<file path="src/rtl/seq_addsub32.sv">
// Sequential 32-bit add/subtract: one 16-bit CLA is reused for the low half and then the high half.
// Define SEQ_ADDSUB32_FLAGS_EN to add the registered ovf/zero flag outputs.

module seq_addsub32_cla16 (
  input  logic [15:0] x,
  input  logic [15:0] y,
  input  logic        cin,
  output logic [15:0] s,
  output logic        g_blk,
  output logic        p_blk
);

  logic [15:0] g;
  logic [15:0] p;
  logic [15:0] c;
  logic [3:0]  gg;
  logic [3:0]  pg;
  logic [3:0]  cg;

  always_comb begin
    g = x & y;
    p = x ^ y;
    for (int k = 0; k < 4; k++) begin
      gg[k] = g[4*k+3]
            | (p[4*k+3] & g[4*k+2])
            | (p[4*k+3] & p[4*k+2] & g[4*k+1])
            | ((&p[4*k+1 +: 3]) & g[4*k]);
      pg[k] = &p[4*k +: 4];
    end
    // Group carries come from the lookahead terms, not from rippling through bits.
    cg[0] = cin;
    cg[1] = gg[0] | (pg[0] & cin);
    cg[2] = gg[1] | (pg[1] & gg[0]) | (pg[1] & pg[0] & cin);
    cg[3] = gg[2] | (pg[2] & gg[1]) | (pg[2] & pg[1] & gg[0])
          | (pg[2] & pg[1] & pg[0] & cin);
    c = '0;
    for (int k = 0; k < 4; k++) begin
      c[4*k] = cg[k];
      for (int j = 0; j < 3; j++) begin
        c[4*k+j+1] = g[4*k+j] | (p[4*k+j] & c[4*k+j]);
      end
    end
    s     = p ^ c;
    g_blk = gg[3] | (pg[3] & gg[2]) | (pg[3] & pg[2] & gg[1])
          | (pg[3] & pg[2] & pg[1] & gg[0]);
    p_blk = &pg;
  end

endmodule

// Handshake: a transfer happens on a rising edge where valid && ready are both 1;
// the producer holds its data until then, and ready never depends on valid.
module seq_addsub32 (
  input  logic        clk,
  input  logic        rst_n,
  input  logic        in_valid,
  output logic        in_ready,
  input  logic [31:0] a,
  input  logic [31:0] b,
  input  logic        sub,
  output logic        out_valid,
  input  logic        out_ready,
  output logic [31:0] sum,
  output logic        cout,
`ifdef SEQ_ADDSUB32_FLAGS_EN
  output logic        ovf,
  output logic        zero,
`endif
  output logic [1:0]  state_dbg
);

  typedef enum logic [1:0] {
    IDLE = 2'd0,
    LO   = 2'd1,
    HI   = 2'd2,
    DONE = 2'd3
  } state_t;

  state_t      state;
  logic [31:0] a_q;
  logic [31:0] b_q;
  logic        sub_q;
  logic [15:0] lo_q;
  logic        c16_q;
  logic [31:0] sum_q;
  logic        cout_q;
  logic        out_valid_q;

  logic        is_hi;
  logic [15:0] op_x;
  logic [15:0] op_y;
  logic        op_cin;
  logic [15:0] cla_s;
  logic        cla_g;
  logic        cla_p;
  logic        carry_out;

`ifdef SEQ_ADDSUB32_FLAGS_EN
  logic        ovf_q;
  logic        zero_q;
  logic        c31;
  logic        ovf_next;
  logic        zero_next;
`endif

  // The adder sees the low half in every state except HI; its result is only captured in LO and HI.
  assign is_hi  = (state == HI);
  assign op_x   = is_hi ? a_q[31:16] : a_q[15:0];
  assign op_y   = is_hi ? b_q[31:16] : b_q[15:0];
  assign op_cin = is_hi ? c16_q : sub_q;

  seq_addsub32_cla16 u_cla (
    .x     (op_x),
    .y     (op_y),
    .cin   (op_cin),
    .s     (cla_s),
    .g_blk (cla_g),
    .p_blk (cla_p)
  );

  assign carry_out = cla_g | (cla_p & op_cin);

`ifdef SEQ_ADDSUB32_FLAGS_EN
  // Carry into bit 31 recovered from the sum bit and the (already inverted) operand bits.
  assign c31       = cla_s[15] ^ a_q[31] ^ b_q[31];
  assign ovf_next  = c31 ^ carry_out;
  assign zero_next = ~|{cla_s, lo_q};
`endif

  always_ff @(posedge clk or negedge rst_n) begin
    if (!rst_n) begin
      state       <= IDLE;
      a_q         <= '0;
      b_q         <= '0;
      sub_q       <= 1'b0;
      lo_q        <= '0;
      c16_q       <= 1'b0;
      sum_q       <= '0;
      cout_q      <= 1'b0;
      out_valid_q <= 1'b0;
`ifdef SEQ_ADDSUB32_FLAGS_EN
      ovf_q       <= 1'b0;
      zero_q      <= 1'b0;
`endif
    end else begin
      case (state)
        IDLE: begin
          if (in_valid) begin
            a_q   <= a;
            b_q   <= b ^ {32{sub}};
            sub_q <= sub;
            state <= LO;
          end
        end
        LO: begin
          lo_q  <= cla_s;
          c16_q <= carry_out;
          state <= HI;
        end
        HI: begin
          // sum is updated as a whole here so it stays stable everywhere outside DONE.
          sum_q       <= {cla_s, lo_q};
          cout_q      <= carry_out;
          out_valid_q <= 1'b1;
`ifdef SEQ_ADDSUB32_FLAGS_EN
          ovf_q       <= ovf_next;
          zero_q      <= zero_next;
`endif
          state       <= DONE;
        end
        DONE: begin
          if (out_ready) begin
            out_valid_q <= 1'b0;
            state       <= IDLE;
          end
        end
        default: state <= IDLE;
      endcase
    end
  end

  assign in_ready  = (state == IDLE);
  assign out_valid = out_valid_q;
  assign sum       = sum_q;
  assign cout      = cout_q;
  assign state_dbg = state;
`ifdef SEQ_ADDSUB32_FLAGS_EN
  assign ovf       = ovf_q;
  assign zero      = zero_q;
`endif

endmodule

</file>
<file path="config.mk">
export PLATFORM = sky130hd
export DESIGN_NAME = seq_addsub32
export DESIGN_NICKNAME = d
export VERILOG_FILES = /design/src/rtl/seq_addsub32.sv
export SDC_FILE = /design/constraint.sdc
export NUM_CORES = 1
export LEC_CHECK = 0
export ABC_AREA = 1
export CORE_MARGIN = 5
export CORE_UTILIZATION = 30
export CTS_BUF_LIST = sky130_fd_sc_hd__clkbuf_4 sky130_fd_sc_hd__clkbuf_8
export CTS_CLUSTER_SIZE = 28
export DETAILED_ROUTE_END_ITERATION = 16
export SYNTH_ARGS = -nofsm -noshare
export SYNTH_HDL_FRONTEND = slang
export SYNTH_SLANG_ARGS = --single-unit
</file>
<file path="constraint.sdc">
create_clock -name clk -period 10.8 [get_ports clk]
set_clock_uncertainty 0.05 [all_clocks]
set_input_delay 1.62 -clock clk [delete_from_list [all_inputs] [get_ports clk]]
set_output_delay 1.62 -clock clk [all_outputs]
set_load 0.005 [all_outputs]
</file>
Yosys cells after proc, flatten, opt, wreduce, memory -nomap -nowiden. Index checks and enable logic that the tools add are counted.

Memories kept: 0. Bits of input ports: 69. Logic and storage cells: 117. ROM bits: 0. Bits in latches: 0. RAM bits: 0. Register bits: 118.

Multiplexer cells: 8. $add $sub $neg: 0. Order comparisons: 0. Shift-type cells: 0. Multiply operators: 0. Equal/unequal tests: 5. Bitwise operators: 81. Divide/modulo/power cells: 0. Reduce and logical (&&, ||, !) cells: 14.

Operators with widths (number): $and 1x1->1 (43); $or 1x1->1 (34); $mux 16 (2); $xor 16x16->16 (2); $xor 32x32->32 (1); $and 16x16->16 (1); $reduce_and 16->1 (1); $reduce_and 4->1 (4); $reduce_and 3->1 (4); $pmux 2 s4 (1); $reduce_and 2->1 (3); $eq 2x2->1 const B (2); $mux 2 (2); $ne 2x2->1 const B (2); $eq 2x1->1 const B (1); $logic_not 2->1 (1); $mux 1 (2); $pmux 1 s2 (1); $reduce_bool 2->1 (1).

Depth between registers and ports, before layout.
Depth in word-level cells: 18. Mapped depth: 21.

Modules after synthesis. From an unflattened synthesis, not the netlist that was laid out.

Cells, all modules: 718. Area, all modules: 6023.3 sq um.

By module, submodules not included: seq_addsub32 (instances 1, cells each 626, area an instance 5276.3 sq um); seq_addsub32_cla16 (instances 1, cells each 92, area an instance 747.0 sq um).

Worst setup path before layout. Ideal clock, no wire load.

Kind: flip-flop to flip-flop. Start point: register state[0] (netlist: state_dbg[0]). End point: register sum_q[31] (netlist: sum[31]). Path slack: 6987 ps. Path buffers: 3. Data arrival time: 3681 ps. Cell stages (with the launch flop): 20. Required time: 10667 ps. Cells stage by stage: dfrtp_1 > inv_1 > ha_1 > buf_4 > inv_2 > buf_4 > buf_4 > nand2_1 > nand2_1 > ha_1 > nand2_2 > nor2_2 > nand3_1 > nand3_2 > a21oi_1 > fa_1 > fa_1 > fa_1 > xor2_1 > o21ai_0.

Word-level cells in the longest chain between the ends: 18. Elaborated cells on any way between the ends: 48. Those cells by class: 1 x eq/ne; 3 x mux; 38 x bitwise; 6 x reduce/logical.

RTL lines: start, declared (line 79) `state_t state;`; start signal, assigned (line 132) `state <= IDLE;`; start signal, assigned (line 152) `state <= LO;`; start signal, assigned (line 158) `state <= HI;`; $eq 2x2->1 (*) (line 107, 146); $mux 16 (on tied branches) (line 108, 109); $xor 16x16->16 / $and 16x16->16 (equally long branches) (line 22, 21); $and 1x1->1 (on tied branches) (line 25, 26); $or 1x1->1 / $and 1x1->1 (equally long branches) (line 25, 26); $or 1x1->1 (line 26) `| (p[4*k+3] & p[4*k+2] & g[4*k+1])`; $or 1x1->1 (line 27) `| ((&p[4*k+1 +: 3]) & g[4*k]);`; $and 1x1->1 (line 34) `cg[3] = gg[2] | (pg[2] & gg[1]) | (pg[2] & pg[1] & gg[0])`; $or 1x1->1 (2 in series) (line 34); $or 1x1->1 (line 35) `| (pg[2] & pg[1] & pg[0] & cin);`; $and 1x1->1 (line 40) `c[4*k+j+1] = g[4*k+j] | (p[4*k+j] & c[4*k+j]);`; $or 1x1->1 (line 40); $and 1x1->1 (line 40); $or 1x1->1 (line 40); $and 1x1->1 (line 40); $or 1x1->1 (line 40); $xor 16x16->16 (line 43) `s = p ^ c;`; end signal, assigned (line 162) `sum_q <= {cla_s, lo_q};`; end, declared (line 85) `logic [31:0] sum_q;`.

Mark *: on every way between the ends. The rest lies on a longest branch, timed or not. A chain may end at the register's enable or synchronous reset.

Final worst setup path. Ends and elaborated chain as after synthesis.

==> run metrics <==
Tmin final between 4 and 5 ns; Synth async-reset ratio 1.00; ANT nets after route 0; Required @ worst endpoint 11.03 ns; crit path max fanout between 60 and 70; Worst Path Arrival slightly above 5 ns; Fin Hold WS 0.419 ns; # setup viols final 0; CTS Sinks between 100 and 150; cts bufs inserted 17; Max Fclk about 200 MHz; Comb power frac 0.515; area leader, netlist dfrtp_1; Lkg Pwr between 3 and 4 nW; clock power share 0.172; drt wl/cell 13.7 um; # Max-Cap Violations 0; Syn Nets ~720; FILL cells between 1500 and 2000; total global-route track usage 0.126; PD cells ~330 nW/um2; Critical Path Start Type flip-flop; clock root cell clkbuf_8; worst slew pin tran roughly 1.0 ns; H-tree depth 4; Initial Utilization 0.305; Ports approximately 110; # diodes 0; Sw Ratio 0.403; Post-CTS Resized 0; VDD IR max roughly 0.096 mV; post-CTS setup buffers 0; vias in the first global route 4222; clock latency on the worst-skew pair 0.44 ns; via count between 4000 and 5000; fin worst setup slack around 5.9 ns; Total Power 2.48 mW; Finished Layout Cells 990; Cell variety after synth 28; Main synth FF type dfrtp_1; hold crit path type flip-flop to flip-flop; Residual DRC 0; Ys Warns 0; die width between 150 and 200 um; final setup TNS 0 ns; dpl hpwl about 9800 um; number of hold buffers added after CTS 0; cell count after synthesis 617; Syn Area/Cell 9.65 um2; Max-Slew Margin vs Limit 0.312; Hold Violations, Final 0; status complete, no violations; largest net degree at the start of global routing a little over 90; DR pass1 iterations 4; grt ovf 0; first-pass GRT wire length around 22000 um; CP Capture Type flip-flop; layout net count 813; DIE HEIGHT between 150 and 200 um; Setup WS pre-CTS between 5 and 6 ns; number of enable flip-flop cells after synthesis 0; post-DR vias/cell roughly 4.2; layout cell share with drive strength beyond 1 0.110; CORE AREA slightly below 20000 um2; Row Count 51; CTS tree yes; 1st-iter DRT viols about 260; Yosys reg bits 118; initial antenna violation count 0; RSZ-0062 raised after global routing no; Synth-to-Final Area Change 27.0%; CP Class flip-flop to flip-flop; CTS Buffer Depth 2; fin crit share 0.452; DRT Wirelength between 10000 and 15000 um; gpl congestion 0.824; mapped cell area between 5000 and 6000 um2; sequential power share 0.314; Port Buffers 105; Max Slew Vio Count 0; internal power about 1.5 mW; synth top area cells dfrtp_1 50%, nand2_1 14%, mux2_4 7.1%, o21ai_0 5.1%, xnor2_1 4.7%; register area share after synthesis 0.496; Net Sw Power 1.00 mW; clk slew on worst S/H paths ~0.080 ns; placed cell count 958; area of the die 22800 um2; area share of the largest cell type after synthesis 0.496
-- path summary, 6_finish.rpt --
kind                         startpoint       to  slack [ns]  cells after the start
min reg2reg                     sum[13]  sum[13]        0.42                      2
max reg2reg                state_dbg[0]  sum[31]        5.91                     17
max                        state_dbg[0]  sum[31]        5.91                     17
min in group asynchronous         rst_n  sum[29]        1.14                      1
min                             sum[13]  sum[13]        0.42                      2
max in group asynchronous         rst_n   a_q[3]        8.23                      2
-- Yosys cell counts (2+ instances only) --
cell type / number
nand3_1: 8
xor2_1: 4
buf_4: 9
nand2_1: 219
dfrtp_1: 118
xnor2_1: 32
nor2_1: 10
o21ai_0: 61
clkbuf_1: 10
buf_6: 7
nand3_2: 2
mux2_4: 28
nor2_2: 2
nor3_1: 2
a21oi_1: 11
inv_1: 38
or2_2: 3
fa_1: 12
o21ai_1: 5
buf_2: 6
ha_1: 20
o21ai_2: 3
nand4_1: 2
-- placed cells by master (no fill, tap or decap) --
| master | netlist | final |
|---|---|---|
| o21ai_1 | 5 | 5 |
| a21oi_1 | 11 | 11 |
| ha_1 | 20 | 19 |
| xnor2_1 | 32 | 32 |
| nand3_2 | 2 | 2 |
| nand4_1 | 2 | 2 |
| clkdlybuf4s50_1 | 0 | 103 |
| mux2_4 | 28 | 28 |
| nor2_1 | 10 | 10 |
| o2bb2ai_1 | 1 | 1 |
| nand3_1 | 8 | 8 |
| nor2_2 | 2 | 2 |
| o21ai_0 | 61 | 61 |
| ha_2 | 0 | 1 |
| buf_2 | 6 | 1 |
| clkbuf_4 | 0 | 4 |
| o22ai_1 | 1 | 1 |
| nor3_1 | 2 | 2 |
| clkbuf_8 | 0 | 19 |
| nand2_4 | 0 | 1 |
| inv_2 | 1 | 1 |
| o21ai_2 | 3 | 3 |
| fa_1 | 12 | 12 |
| bufinv_16 | 0 | 3 |
| buf_4 | 9 | 4 |
| clkinvlp_4 | 0 | 2 |
| nand2_1 | 219 | 218 |
| mux2_2 | 1 | 1 |
| inv_1 | 38 | 38 |
| nand2_2 | 1 | 1 |
| or2_2 | 3 | 3 |
| xor2_1 | 4 | 4 |
| clkinv_2 | 0 | 4 |
| dfrtp_1 | 118 | 118 |
-- cell families after synthesis --
family,after synthesis,synth area share
AND/OR/NAND/NOR,249,0.164
adder cells (fa/ha/maj),32,0.0823
AO/OA/AOI/OAI,82,0.0716
XOR/XNOR,36,0.0529
multiplexers,29,0.0725
buffers and inverters,71,0.0605
flip-flops,118,0.496
-- per-layer routing --
layer	track usage	up-vias	wire length [um]
li1	-	2141	-
met1	0.189	1876	7130
met2	0.170	103	5440
met3	0.0389	11	886
met4	0.0408	0	138
met5	0	-	0
-- layout make-up --
class / count / area (um2) / share of cell area
Tap cell: 265 / 332 / 0.0438
Clock inverter: 9 / 125 / 0.0165
Sequential cell: 118 / 2950 / 0.390
Multi-Input combinational cell: 428 / 2650 / 0.351
Clock buffer: 23 / 292 / 0.0385
Timing Repair Buffer: 108 / 1070 / 0.141
Inverter: 39 / 146 / 0.0193
-- sequential cells by signal, indices dropped and copies added (netlist names) --
register and cells:
sub_q 1, cout 1, state_dbg 2, lo_q 16
out_valid 1, a_q 32, b_q 32, c16_q 1
sum 32
-- power groups by stage --
stage	registers, mW	clock network [mW]	logic [mW]
after CTS	0.780	0.436	1.30
after detailed placement	0.785	0	1.30
final	0.778	0.426	1.28
after global placement	0.788	0	1.27
after floorplan	0.757	0	0.892
after global routing	0.805	0.456	1.47
-- metrics by stage --
stage,instance area [um2],util
final,7570,0.388
after global routing,7570,0.388
after CTS,7570,0.388
after detailed placement,7150,0.366
after global placement,7150,0.366
after floorplan,5960,-
-- worst max-delay path, stage by stage (launching register included) --
cell and delay (ns):
dfrtp_1 0.41, inv_1 0.11, ha_2 0.17, buf_4 0.54, inv_2 0.61, nand2_1 0.18, nand2_1 0.07, ha_1 0.37
nand2_2 0.08, nor2_2 0.13, nand3_1 0.10, nand3_2 0.14, a21oi_1 0.10, fa_1 0.46, fa_1 0.47, fa_1 0.44
xor2_1 0.16, o21ai_0 0.09
Note: power is estimated with default switching activity, not from simulation.
==> edit: new RTL, config.mk and constraints unchanged <==
The option `SEQ_ADDSUB32_FLAGS_EN` is turned on by a define.
--- a/src/rtl/seq_addsub32.sv
+++ b/src/rtl/seq_addsub32.sv
@@ -1,5 +1,7 @@
 // Sequential 32-bit add/subtract: one 16-bit CLA is reused for the low half and then the high half.
 // Define SEQ_ADDSUB32_FLAGS_EN to add the registered ovf/zero flag outputs.
+
+`define SEQ_ADDSUB32_FLAGS_EN
 
 module seq_addsub32_cla16 (
   input  logic [15:0] x,
Behaviour (old outputs only; new: ovf and zero): unchanged (equiv_simple and equiv_induct, registers matched by name and starting in step).
==> edit against the unedited design <==
  * Setup slack lost 240 ps
  * Global-route usage grew 0.74 points
  * Via count grew 6.6%
  * Die area grew 0.86%
  * Utilization grew 0.21 points
  * Power grew 7.3%
  * Routed wire length grew 5.5%
  * Sequential power grew 3.0%
  * Design area grew 0.88%
  * Synthesized area grew 0.92%
  * Sequential cell count grew 2
  * Largest cell class unchanged
==> edit: results (changes against the unedited design) <==
{| class="wikitable"
! Metric !! Value
|-
| Outcome || finished, final reports clean (unchanged)
|-
| Clock tree cell share of total cell area || 4.69% (was 5.51%)
|-
| Bufs w/o clock || 111 (was 108)
|-
| Fillers || 2008 (was 1979)
|-
| Leading cell types by total area after synthesis || sky130_fd_sc_hd__dfrtp_1, sky130_fd_sc_hd__nand2_1, sky130_fd_sc_hd__mux2_1, sky130_fd_sc_hd__xnor2_1, sky130_fd_sc_hd__ha_1 (was sky130_fd_sc_hd__dfrtp_1, sky130_fd_sc_hd__nand2_1, sky130_fd_sc_hd__mux2_4, sky130_fd_sc_hd__o21ai_0, sky130_fd_sc_hd__xnor2_1)
|-
| Mux share of post-synthesis cell area || 5.43% (was 7.25%)
|-
| Number of global-route vias before repair || 4337 (was 4222)
|-
| Global Route met2 Usage || 19.0% (was 17.0%)
|-
| Critical path arrival || 5410 ps (was 5120 ps)
|-
| Placed Instances || 990 (was 958)
|-
| HPWL after detailed placement || 10.7 mm (was 9.78 mm)
|-
| Number of library cell types mapped by synthesis || 34 (was 28)
|-
| Fin Hold WS || 420 ps (was 419 ps)
|-
| Multi-input combinational cell count || 449 (was 428)
|-
| Peak fanout along the critical path || 70 (was 69)
|-
| Net count of the mapped netlist || 748 (was 718)
|-
| Flip-flop and latch share of the layout cell area || 39.3% (was 39.0%)
|-
| Met3 demand-to-capacity share in global routing || 3.93% (was 3.89%)
|-
| Routed met2 length || 6.06 mm (was 5.44 mm)
|-
| Headroom to the max-slew limit || 38.2% (was 31.2%)
|-
| DR pass1 iterations || 5 (was 4)
|-
| Power density over the cells || 349 mW/mm^2 (was 328 mW/mm^2)
|-
| Cell area reported after detailed placement || 0.00728 mm^2 (was 0.00715 mm^2)
|-
| Via total after detailed routing || 4403 (was 4131)
|-
| Final net count || 845 (was 813)
|-
| Met3 routed WL || 892 um (was 886 um)
|-
| Overall routing resource usage || 13.3% (was 12.6%)
|-
| XOR/XNOR Fraction of Synth Area || 5.66% (was 5.29%)
|-
| Clock buffer count in the final layout || 25 (was 23)
|-
| Worst path max stage delay || 550 ps (was 610 ps)
|-
| Sequential-to-total area share from yosys stat || 49.9% (was 49.6%)
|-
| Setup slack, reg-to-reg || 5670 ps (was 5910 ps)
|-
| Number of non-clock inverters in the layout || 45 (was 39)
|-
| Combined area of the multi-input logic cells || 0.00268 mm^2 (was 0.00265 mm^2)
|-
| Share of post-route cells with drive strength above 1 || 6.90% (was 11.0%)
|-
| Placer Congestion || 0.831 (was 0.824)
|-
| Floorplan Core Area || 0.0196 mm^2 (was 0.0195 mm^2)
|-
| Routed length on met1 || 7.24 mm (was 7.13 mm)
|-
| Fraction of the mapped netlist area in compound gates || 7.62% (was 7.16%)
|-
| Leakage power || 3.50 nW (was 3.61 nW)
|-
| Non-filler cells, final || 1019 (was 990)
|-
| Share of the synthesized area in the top cell type || 49.9% (was 49.6%)
|}
## edit: cell types whose count changed in the layout (fill, tap and decap cells not counted), moves of 4 or more
cell and change:
sky130_fd_sc_hd__inv_2 +7, sky130_fd_sc_hd__mux2_1 +29, sky130_fd_sc_hd__mux2_4 -28, sky130_fd_sc_hd__nor2_1 +4
sky130_fd_sc_hd__o21ai_0 -37, sky130_fd_sc_hd__o21ai_1 +44, sky130_fd_sc_hd__xnor2_1 +5, sky130_fd_sc_hd__xor2_1 -4
## edit: worst paths after layout
| check | from | endpoint | cells after the start |
|---|---|---|---|
| hold reg to reg | sum[17] | sum[17] | 2 |
| setup reg to reg | state_dbg[0] | ovf | 21 |
| max in group asynchronous | rst_n | a_q[10] | 2 |
| hold / removal | sum[17] | sum[17] | 2 |
| min in group asynchronous | rst_n | sum[26] | 1 |
| setup / recovery | state_dbg[0] | ovf | 21 |
## edit: where the power goes
part,internal (mW),switching (mW)
Clock,0.208,0.170
Sequential,0.673,0.128
Combinational,0.617,0.866
